File: config.mk
export PLATFORM = sky130hd
export DESIGN_NAME = card_board_loader_flat
export DESIGN_NICKNAME = d
export VERILOG_FILES = /design/src/rtl/card_pkg.sv /design/src/rtl/card_board_loader_if.sv /design/src/rtl/lfsr8.sv /design/src/rtl/card_board_loader.sv /design/src/flat_wrapper.sv
export SDC_FILE = /design/constraint.sdc
export NUM_CORES = 1
export LEC_CHECK = 0
export CAP_MARGIN = 20
export CORE_ASPECT_RATIO = 0.8
export CORE_UTILIZATION = 45
export DETAILED_ROUTE_END_ITERATION = 8
export DONT_BUFFER_PORTS = 1
export PLACE_DENSITY = 0.69
export SYNTH_ARGS = -nofsm -noshare
export SYNTH_HDL_FRONTEND = slang
export SYNTH_SLANG_ARGS = --single-unit
File: constraint.sdc
create_clock -name Clk -period 2.4 [get_ports Clk]
set_input_delay 0.48 -clock Clk [delete_from_list [all_inputs] [get_ports Clk]]
set_output_delay 0.48 -clock Clk [all_outputs]
set_load 0.01 [all_outputs]
File: src/rtl/card_pkg.sv
// Shared card-memory constants, word layout and loader state encoding.
// Reused by the board loader, gameplay_sm and the display mux logic.
package card_pkg;

  localparam int unsigned NUM_CARDS         = 16;
  localparam int unsigned NUM_PAIRS         = 8;
  localparam int unsigned CARD_REMOVED_BIT  = 5;
  localparam int unsigned CARD_FACEDOWN_BIT = 4;
  localparam int unsigned CARD_VALUE_MSB    = 3;
  localparam int unsigned CARD_W            = 6;
  localparam int unsigned VALUE_W           = CARD_VALUE_MSB + 1;
  localparam int unsigned LOC_W             = 4;
  localparam int unsigned SEED_W            = 8;

  localparam int unsigned     DEF_MAX_RETRY     = 15;
  localparam logic [SEED_W-1:0] DEF_SEED_ZERO_SUB = 8'h01;

  typedef enum logic [4:0] {
    ST_IDLE    = 5'b00001,
    ST_LOAD    = 5'b00010,
    ST_SHUFFLE = 5'b00100,
    ST_WRITE   = 5'b01000,
    ST_DONE    = 5'b10000
  } loader_state_e;

  typedef struct packed {
    logic               removed;
    logic               face_down;
    logic [VALUE_W-1:0] value;
  } card_word_t;

  function automatic card_word_t face_down_card(input logic [VALUE_W-1:0] v);
    card_word_t w;
    w.removed   = 1'b0;
    w.face_down = 1'b1;
    w.value     = v;
    return w;
  endfunction

endpackage

File: src/rtl/card_board_loader_if.sv
// Control and port-B write bus of the board loader.
// master: the requester (gameplay side); slave: the loader itself.
interface card_board_loader_if;
  import card_pkg::*;

  logic                    Start;
  logic [SEED_W-1:0]       Seed;
  logic                    Busy;
  logic                    Done;
  logic                    WriteEnable;
  logic [LOC_W-1:0]        DataLoc;
  card_word_t              DataOut;

  modport master (
    output Start, Seed,
    input  Busy, Done, WriteEnable, DataLoc, DataOut
  );

  modport slave (
    input  Start, Seed,
    output Busy, Done, WriteEnable, DataLoc, DataOut
  );

endinterface

File: src/rtl/lfsr8.sv
// 8-bit Fibonacci LFSR, taps 8,6,5,4. Load has priority over step.
// Seed-zero substitution is the parent's job; never load zero.
module lfsr8 #(
  parameter logic [7:0] RESET_VAL = 8'h01
) (
  input  logic       Clk,
  input  logic       Reset,
  input  logic       load,
  input  logic [7:0] load_val,
  input  logic       step,
  output logic [7:0] q
);

  always_ff @(posedge Clk or negedge Reset) begin
    if (!Reset) begin
      q <= RESET_VAL;
    end else if (load) begin
      q <= load_val;
    end else if (step) begin
      q <= {q[6:0], q[7] ^ q[5] ^ q[4] ^ q[3]};
    end
  end

endmodule

File: src/rtl/card_board_loader.sv
// Builds a deck of value pairs, Fisher-Yates shuffles it from a seeded LFSR,
// then streams all 16 face-down card words onto memory port B.
module card_board_loader
  import card_pkg::*;
#(
  parameter int unsigned       MAX_RETRY     = DEF_MAX_RETRY,
  parameter logic [SEED_W-1:0] SEED_ZERO_SUB = DEF_SEED_ZERO_SUB
) (
  input  logic                Clk,
  input  logic                Reset,
  card_board_loader_if.slave  bus
);

  localparam int unsigned RETRY_W = (MAX_RETRY > 0) ? $clog2(MAX_RETRY + 1) : 1;

  loader_state_e       state;
  logic                busy_q;
  logic                done_q;
  logic                we_q;
  logic [LOC_W-1:0]    loc_q;
  card_word_t          data_q;

  logic [LOC_W-1:0]    idx;
  logic [RETRY_W-1:0]  retry;
  logic [VALUE_W-1:0]  deck [NUM_CARDS];

  logic [SEED_W-1:0]   lfsr_q;
  logic                lfsr_load_c;
  logic                lfsr_step_c;
  logic [SEED_W-1:0]   lfsr_seed_c;
  logic [LOC_W-1:0]    draw_c;
  logic                accept_c;
  logic                forced_c;
  logic                advance_c;
  logic [VALUE_W-1:0]  first_val_c;
  logic [LOC_W-1:0]    next_loc_c;
  logic                lfsr_hi_unused_c;

  assign lfsr_load_c = (state == ST_IDLE) && bus.Start;
  assign lfsr_step_c = (state == ST_SHUFFLE);
  assign lfsr_seed_c = (bus.Seed == '0) ? SEED_ZERO_SUB : bus.Seed;

  lfsr8 #(.RESET_VAL(SEED_ZERO_SUB)) u_lfsr (
    .Clk      (Clk),
    .Reset    (Reset),
    .load     (lfsr_load_c),
    .load_val (lfsr_seed_c),
    .step     (lfsr_step_c),
    .q        (lfsr_q)
  );

  // Only the low nibble is a draw; the upper bits just carry LFSR state.
  assign lfsr_hi_unused_c = ^lfsr_q[7:4];

  assign draw_c     = lfsr_q[LOC_W-1:0];
  assign accept_c   = (draw_c <= idx);
  assign forced_c   = !accept_c && (retry == RETRY_W'(MAX_RETRY));
  assign advance_c  = accept_c || forced_c;
  assign next_loc_c = loc_q + LOC_W'(1);

  // Final step (idx==1) may swap into slot 0 in the same edge WRITE starts.
  assign first_val_c = (accept_c && (draw_c == '0)) ? deck[idx] : deck[0];

  // Deck storage: reset-free, contents are don't-care until LOAD.
  always_ff @(posedge Clk) begin
    if (state == ST_LOAD) begin
      for (int unsigned k = 0; k < NUM_CARDS; k++) begin
        deck[k] <= VALUE_W'(k >> 1);
      end
    end else if ((state == ST_SHUFFLE) && accept_c) begin
      deck[idx]    <= deck[draw_c];
      deck[draw_c] <= deck[idx];
    end
  end

  // Control FSM with registered port-B outputs.
  always_ff @(posedge Clk or negedge Reset) begin
    if (!Reset) begin
      state  <= ST_IDLE;
      busy_q <= 1'b0;
      done_q <= 1'b0;
      we_q   <= 1'b0;
      loc_q  <= '0;
      data_q <= '0;
      idx    <= '0;
      retry  <= '0;
    end else begin
      case (state)
        ST_IDLE: begin
          if (bus.Start) begin
            state  <= ST_LOAD;
            busy_q <= 1'b1;
          end
        end
        ST_LOAD: begin
          idx   <= LOC_W'(NUM_CARDS - 1);
          retry <= '0;
          state <= ST_SHUFFLE;
        end
        ST_SHUFFLE: begin
          if (advance_c) begin
            retry <= '0;
            idx   <= idx - LOC_W'(1);
            if (idx == LOC_W'(1)) begin
              state  <= ST_WRITE;
              we_q   <= 1'b1;
              loc_q  <= '0;
              data_q <= face_down_card(first_val_c);
            end
          end else begin
            retry <= retry + RETRY_W'(1);
          end
        end
        ST_WRITE: begin
          if (loc_q == LOC_W'(NUM_CARDS - 1)) begin
            state  <= ST_DONE;
            we_q   <= 1'b0;
            done_q <= 1'b1;
          end else begin
            loc_q  <= next_loc_c;
            data_q <= face_down_card(deck[next_loc_c]);
          end
        end
        ST_DONE: begin
          done_q <= 1'b0;
          busy_q <= 1'b0;
          state  <= ST_IDLE;
        end
        default: begin
          state  <= ST_IDLE;
          busy_q <= 1'b0;
          done_q <= 1'b0;
          we_q   <= 1'b0;
        end
      endcase
    end
  end

  assign bus.Busy        = busy_q;
  assign bus.Done        = done_q;
  assign bus.WriteEnable = we_q;
  assign bus.DataLoc     = loc_q;
  assign bus.DataOut     = data_q;

endmodule

File: src/flat_wrapper.sv
// flat-port wrapper written by rule: the top's interface ports become plain ports
module card_board_loader_flat import card_pkg::*;
#(
  parameter int unsigned       MAX_RETRY     = DEF_MAX_RETRY,
  parameter logic [SEED_W-1:0] SEED_ZERO_SUB = DEF_SEED_ZERO_SUB
)
  (Clk, Reset, bus_Start, bus_Seed, bus_Busy, bus_Done, bus_WriteEnable, bus_DataLoc, bus_DataOut);
  card_board_loader_if bus_i ();
  input  logic Clk;
  input  logic Reset;
  input wire logic [$bits(bus_i.Start)-1:0] bus_Start;
  input wire logic [$bits(bus_i.Seed)-1:0] bus_Seed;
  output wire logic [$bits(bus_i.Busy)-1:0] bus_Busy;
  output wire logic [$bits(bus_i.Done)-1:0] bus_Done;
  output wire logic [$bits(bus_i.WriteEnable)-1:0] bus_WriteEnable;
  output wire logic [$bits(bus_i.DataLoc)-1:0] bus_DataLoc;
  output wire logic [$bits(bus_i.DataOut)-1:0] bus_DataOut;
  assign bus_i.Start = bus_Start;
  assign bus_i.Seed = bus_Seed;
  assign bus_Busy = bus_i.Busy;
  assign bus_Done = bus_i.Done;
  assign bus_WriteEnable = bus_i.WriteEnable;
  assign bus_DataLoc = bus_i.DataLoc;
  assign bus_DataOut = bus_i.DataOut;
  card_board_loader #(.MAX_RETRY(MAX_RETRY), .SEED_ZERO_SUB(SEED_ZERO_SUB)) u_core (.Clk(Clk), .Reset(Reset), .bus(bus_i));
endmodule
==> key figures <==
Timing
  • Slew HR: 60.05%
  • RSZ-0062 raised after global routing: yes
  • Final hold viol count: 0
  • Final setup fails: 0
  • Max Slew Vio Count: 0
  • Worst Max-Slew Pin Slew: 0.5981 ns
  • Fmax: 423.6 MHz
  • Minimum clock period: 2.361 ns
  • Final period utilization: 98.36%
  • Clock Skew: 0.01558 ns

Finish
  • Number of nets in the layout: 648
  • Antenna cell count: 0
  • Fill count: 1180
  • Final Instance Area: 7734 sq um
  • Syn-to-layout area delta: 18.18%
  • Share of layout cells above drive strength 1: 30.59%
  • Finished Layout Cells: 815

Setup path
  • R2R Setup Slk: 0.04 ns
  • Startpoint Class: flip-flop
  • Worst Setup Path Type: reg -> reg
  • CP max-delay cell: dfstp_2
  • Crit path cell chain: buf_12, mux4_2, mux2i_1, mux2_2, buf_4, o22ai_1
  • CP required: 2.49 ns
  • Worst path max stage delay: 0.56 ns
  • Critical path peak fanout: 24
  • Crit. End Element: flip-flop
  • Critical Path AT: 2.45 ns

Placed design
  • Port bufs: 0
  • Placer Congestion: 0.9654
  • Placed cell areas: 7229 sq um
  • Dpl hpwl: 14.77 mm
  • Cells after DPL: 789

Routing
  • DRC errors left: 0
  • 1st-iter DRT viols: 870
  • Final ANT Viol Nets: 0
  • Wire per inst: 25.65 um
  • Final wirelength: 20.90 mm
  • First drt pass iteration count: 6
  • Vias post-DR: 5596
  • Vias per cell: 6.866

Floorplanning
  • Chip Height: 109.9 um
  • Core area: 14250 sq um
  • IO Pins: 24
  • Die area: 15030 sq um
  • Num rows: 39
  • Die width: 136.8 um
  • Initial Utilization: 45.93%

Clock tree
  • Worst-path clk slew: 0.08 ns
  • CTS sink count: 97
  • CTS tree: built
  • Root buffer cell: clkbuf_16
  • Num CTS Buffers: 9
  • CTS Buffer Depth: 2
  • H-tree Lvls: 3
  • Clk_lat worst skew: 0.37 ns

Synth
  • EDFF count, synth: 64
  • Async SR Flop Fraction: 34.02%
  • Distinct cells, synth: 57
  • Post-Syn Area per Cell: 11.36 sq um
  • Cells after Synth: 576
  • Warning count from the yosys run: 0
  • Primary FF master, synth: edfxtp_1
  • Register area share after synthesis: 42.03%
  • Post-synth design cell area: 6544 sq um
  • Synth Register Bits: 97
  • Synthesized Nets: 598

Min path
  • Worst Hold Class: in -> reg

Power
  • Peak VDD IR: 0.6843 mV
  • PD cells: 1185 nW/um^2
  • Static leakage: 2.641 nW

Global route
  • Tot GR Track Use: 29.21%
  • First-pass GRT wire length: 31.52 mm
  • Initial antenna violation count: 0
  • Vias in the first global route: 5331
  • Largest net degree at the start of global routing: 34
  • Total gr overflow: 0

Status
  • Outcome: finished clean

Job
  • MaxCap Viol Count: 0
metrics by stage:
step	setup slack (ns)	TNS (ns)	total power [mW]	hold slack, ns	util [%]
2_1_floorplan	0.02017	0	5.240	0.1844	-
3_3_place_gp	0.05034	0	7.106	0.1851	50.74
3_5_place_dp	0.05139	0	7.196	0.1851	50.74
4_1_cts	0.02708	0	8.675	0.2327	52.99
5_1_grt	-0.03297	-0.1198	9.478	0.2368	54.28
6_report	0.03942	0	9.163	0.2323	54.28
registers in the layout, indices dropped and copies added (netlist names):
| register | cells |
|---|---|
| u_core.u_lfsr.q | 8 |
| u_core.state | 5 |
| u_core.retry | 4 |
| u_core.bus.Busy | 1 |
| u_core.idx | 4 |
| u_core.bus.Done | 1 |
| u_core.deck | 64 |
| u_core.bus.DataLoc | 4 |
| u_core.bus.DataOut | 5 |
| u_core.bus.WriteEnable | 1 |
per-layer routing:
| metal | track usage, % | vias up | part of all wire (%) |
|---|---|---|---|
| li1 | - | 2371 | - |
| met1 | 39.98 | 2731 | 40 |
| met2 | 41.84 | 436 | 44 |
| met3 | 11.30 | 58 | 14 |
| met4 | 10.68 | 0 | 2.4 |
| met5 | 0 | - | 0 |
layout make-up:
type	count	area, sq um	share of cell area, %
well taps	184	230.2	2.977
repair inverters	1	5.005	0.06471
inverters	8	33.78	0.4368
repair buffers	87	810.8	10.48
clock buffers	9	225.2	2.912
flip-flops and latches	97	2753	35.59
clock inverters	7	66.31	0.8575
multi-input cells	422	3610	46.68
layout by cell type (no fill, tap or decap), types with 11 or more instances in the layout:
| cell type | synthesis | layout |
|---|---|---|
| ha_1 | 11 | 11 |
| mux4_2 | 49 | 49 |
| mux2i_1 | 24 | 23 |
| buf_12 | 0 | 11 |
| dfrtp_1 | 31 | 29 |
| o21ai_1 | 0 | 11 |
| a21oi_1 | 29 | 28 |
| edfxtp_1 | 64 | 64 |
| o22ai_1 | 20 | 20 |
| nand2_1 | 44 | 43 |
| nor2b_1 | 13 | 13 |
| a22oi_1 | 25 | 23 |
| o21ai_0 | 41 | 25 |
| buf_4 | 1 | 74 |
| nor2_1 | 46 | 43 |
path summary, 6_finish.rpt:
path | start | to | cells past startpoint
hold reg to reg | u_core.u_lfsr.q[6]$_DFFE_PN0P_ | u_core.u_lfsr.q[6]$_DFFE_PN0P_ | 2
hold / removal | bus_Seed[3] | u_core.u_lfsr.q[3]$_DFFE_PN0P_ | 2
max in group asynchronous | Reset | u_core.u_lfsr.q[0]$_DFFE_PN1P_ | 2
min in group asynchronous | Reset | u_core.retry[2]$_DFFE_PN0P_ | 2
setup / recovery | u_core.u_lfsr.q[0]$_DFFE_PN1P_ | u_core.deck[9][3]$_DFFE_PP_ | 6
setup reg to reg | u_core.u_lfsr.q[0]$_DFFE_PN1P_ | u_core.deck[9][3]$_DFFE_PP_ | 6
Yosys cell counts, types with 4 or more instances:
library cell / instances / area [sq um]
a22oi_1: 25 / 187.7
o211ai_1: 4 / 30.03
a31oi_1: 4 / 25.02
inv_1: 7 / 26.28
clkbuf_1: 25 / 93.84
buf_6: 4 / 45.04
nor2_1: 46 / 172.7
mux2_2: 5 / 56.30
a21oi_1: 29 / 145.1
xnor2_1: 6 / 52.55
ha_1: 11 / 137.6
o2111ai_1: 8 / 70.07
o21ai_0: 41 / 205.2
nor3_1: 8 / 40.04
nor2b_1: 13 / 81.33
buf_2: 15 / 75.07
and2_1: 6 / 37.54
dfrtp_1: 31 / 775.7
xor2_1: 4 / 35.03
nand2b_1: 5 / 31.28
o22ai_1: 20 / 125.1
mux2i_1: 24 / 240.2
o32ai_1: 5 / 43.79
nand3_1: 11 / 55.05
o22a_1: 5 / 43.79
edfxtp_1: 64 / 1922
a22o_1: 7 / 61.31
nand3_2: 5 / 50.05
nand2_1: 44 / 165.2
mux4_2: 49 / 1104
timing repair:
item	in CTS	in global routing
hold buffers	2	0
endpoints found under the setup margin	0	53
setup buffers	0	6
resized for setup	0	23
endpoints found under the hold margin	33	0
logic make-up (layout without fill, tap and decap cells):
family	after synthesis	in the layout	synth area share, %
other	1	1	0.05731
AO/OA/AOI/OAI	160	160	15.98
flip-flops	97	97	42.03
adder cells (fa/ha/maj)	11	11	2.103
AND/OR/NAND/NOR	162	162	12.85
XOR/XNOR	10	10	1.338
buffers and inverters	57	112	4.245
multiplexers	78	78	21.40
worst max-delay path: cells and delay by family (launching register included):
kind	cells	cell delay [ns]
DFF	1	0.56
buffers and inverters	2	0.37
muxes	3	1.05
AOI/OAI and AO/OA	1	0.08
power breakdown:
| part | switching (mW) | total [mW] | internal [mW] | leakage [nW] |
|---|---|---|---|---|
| registers | 0.255 | 2.36 | 2.10 | 0.946 |
| logic | 3.12 | 5.33 | 2.20 | 1.55 |
| clock network | 0.740 | 1.48 | 0.736 | 0.145 |
| total | 4.12 | 9.16 | 5.04 | 2.64 |
Power figures use the tool's default switching activity.
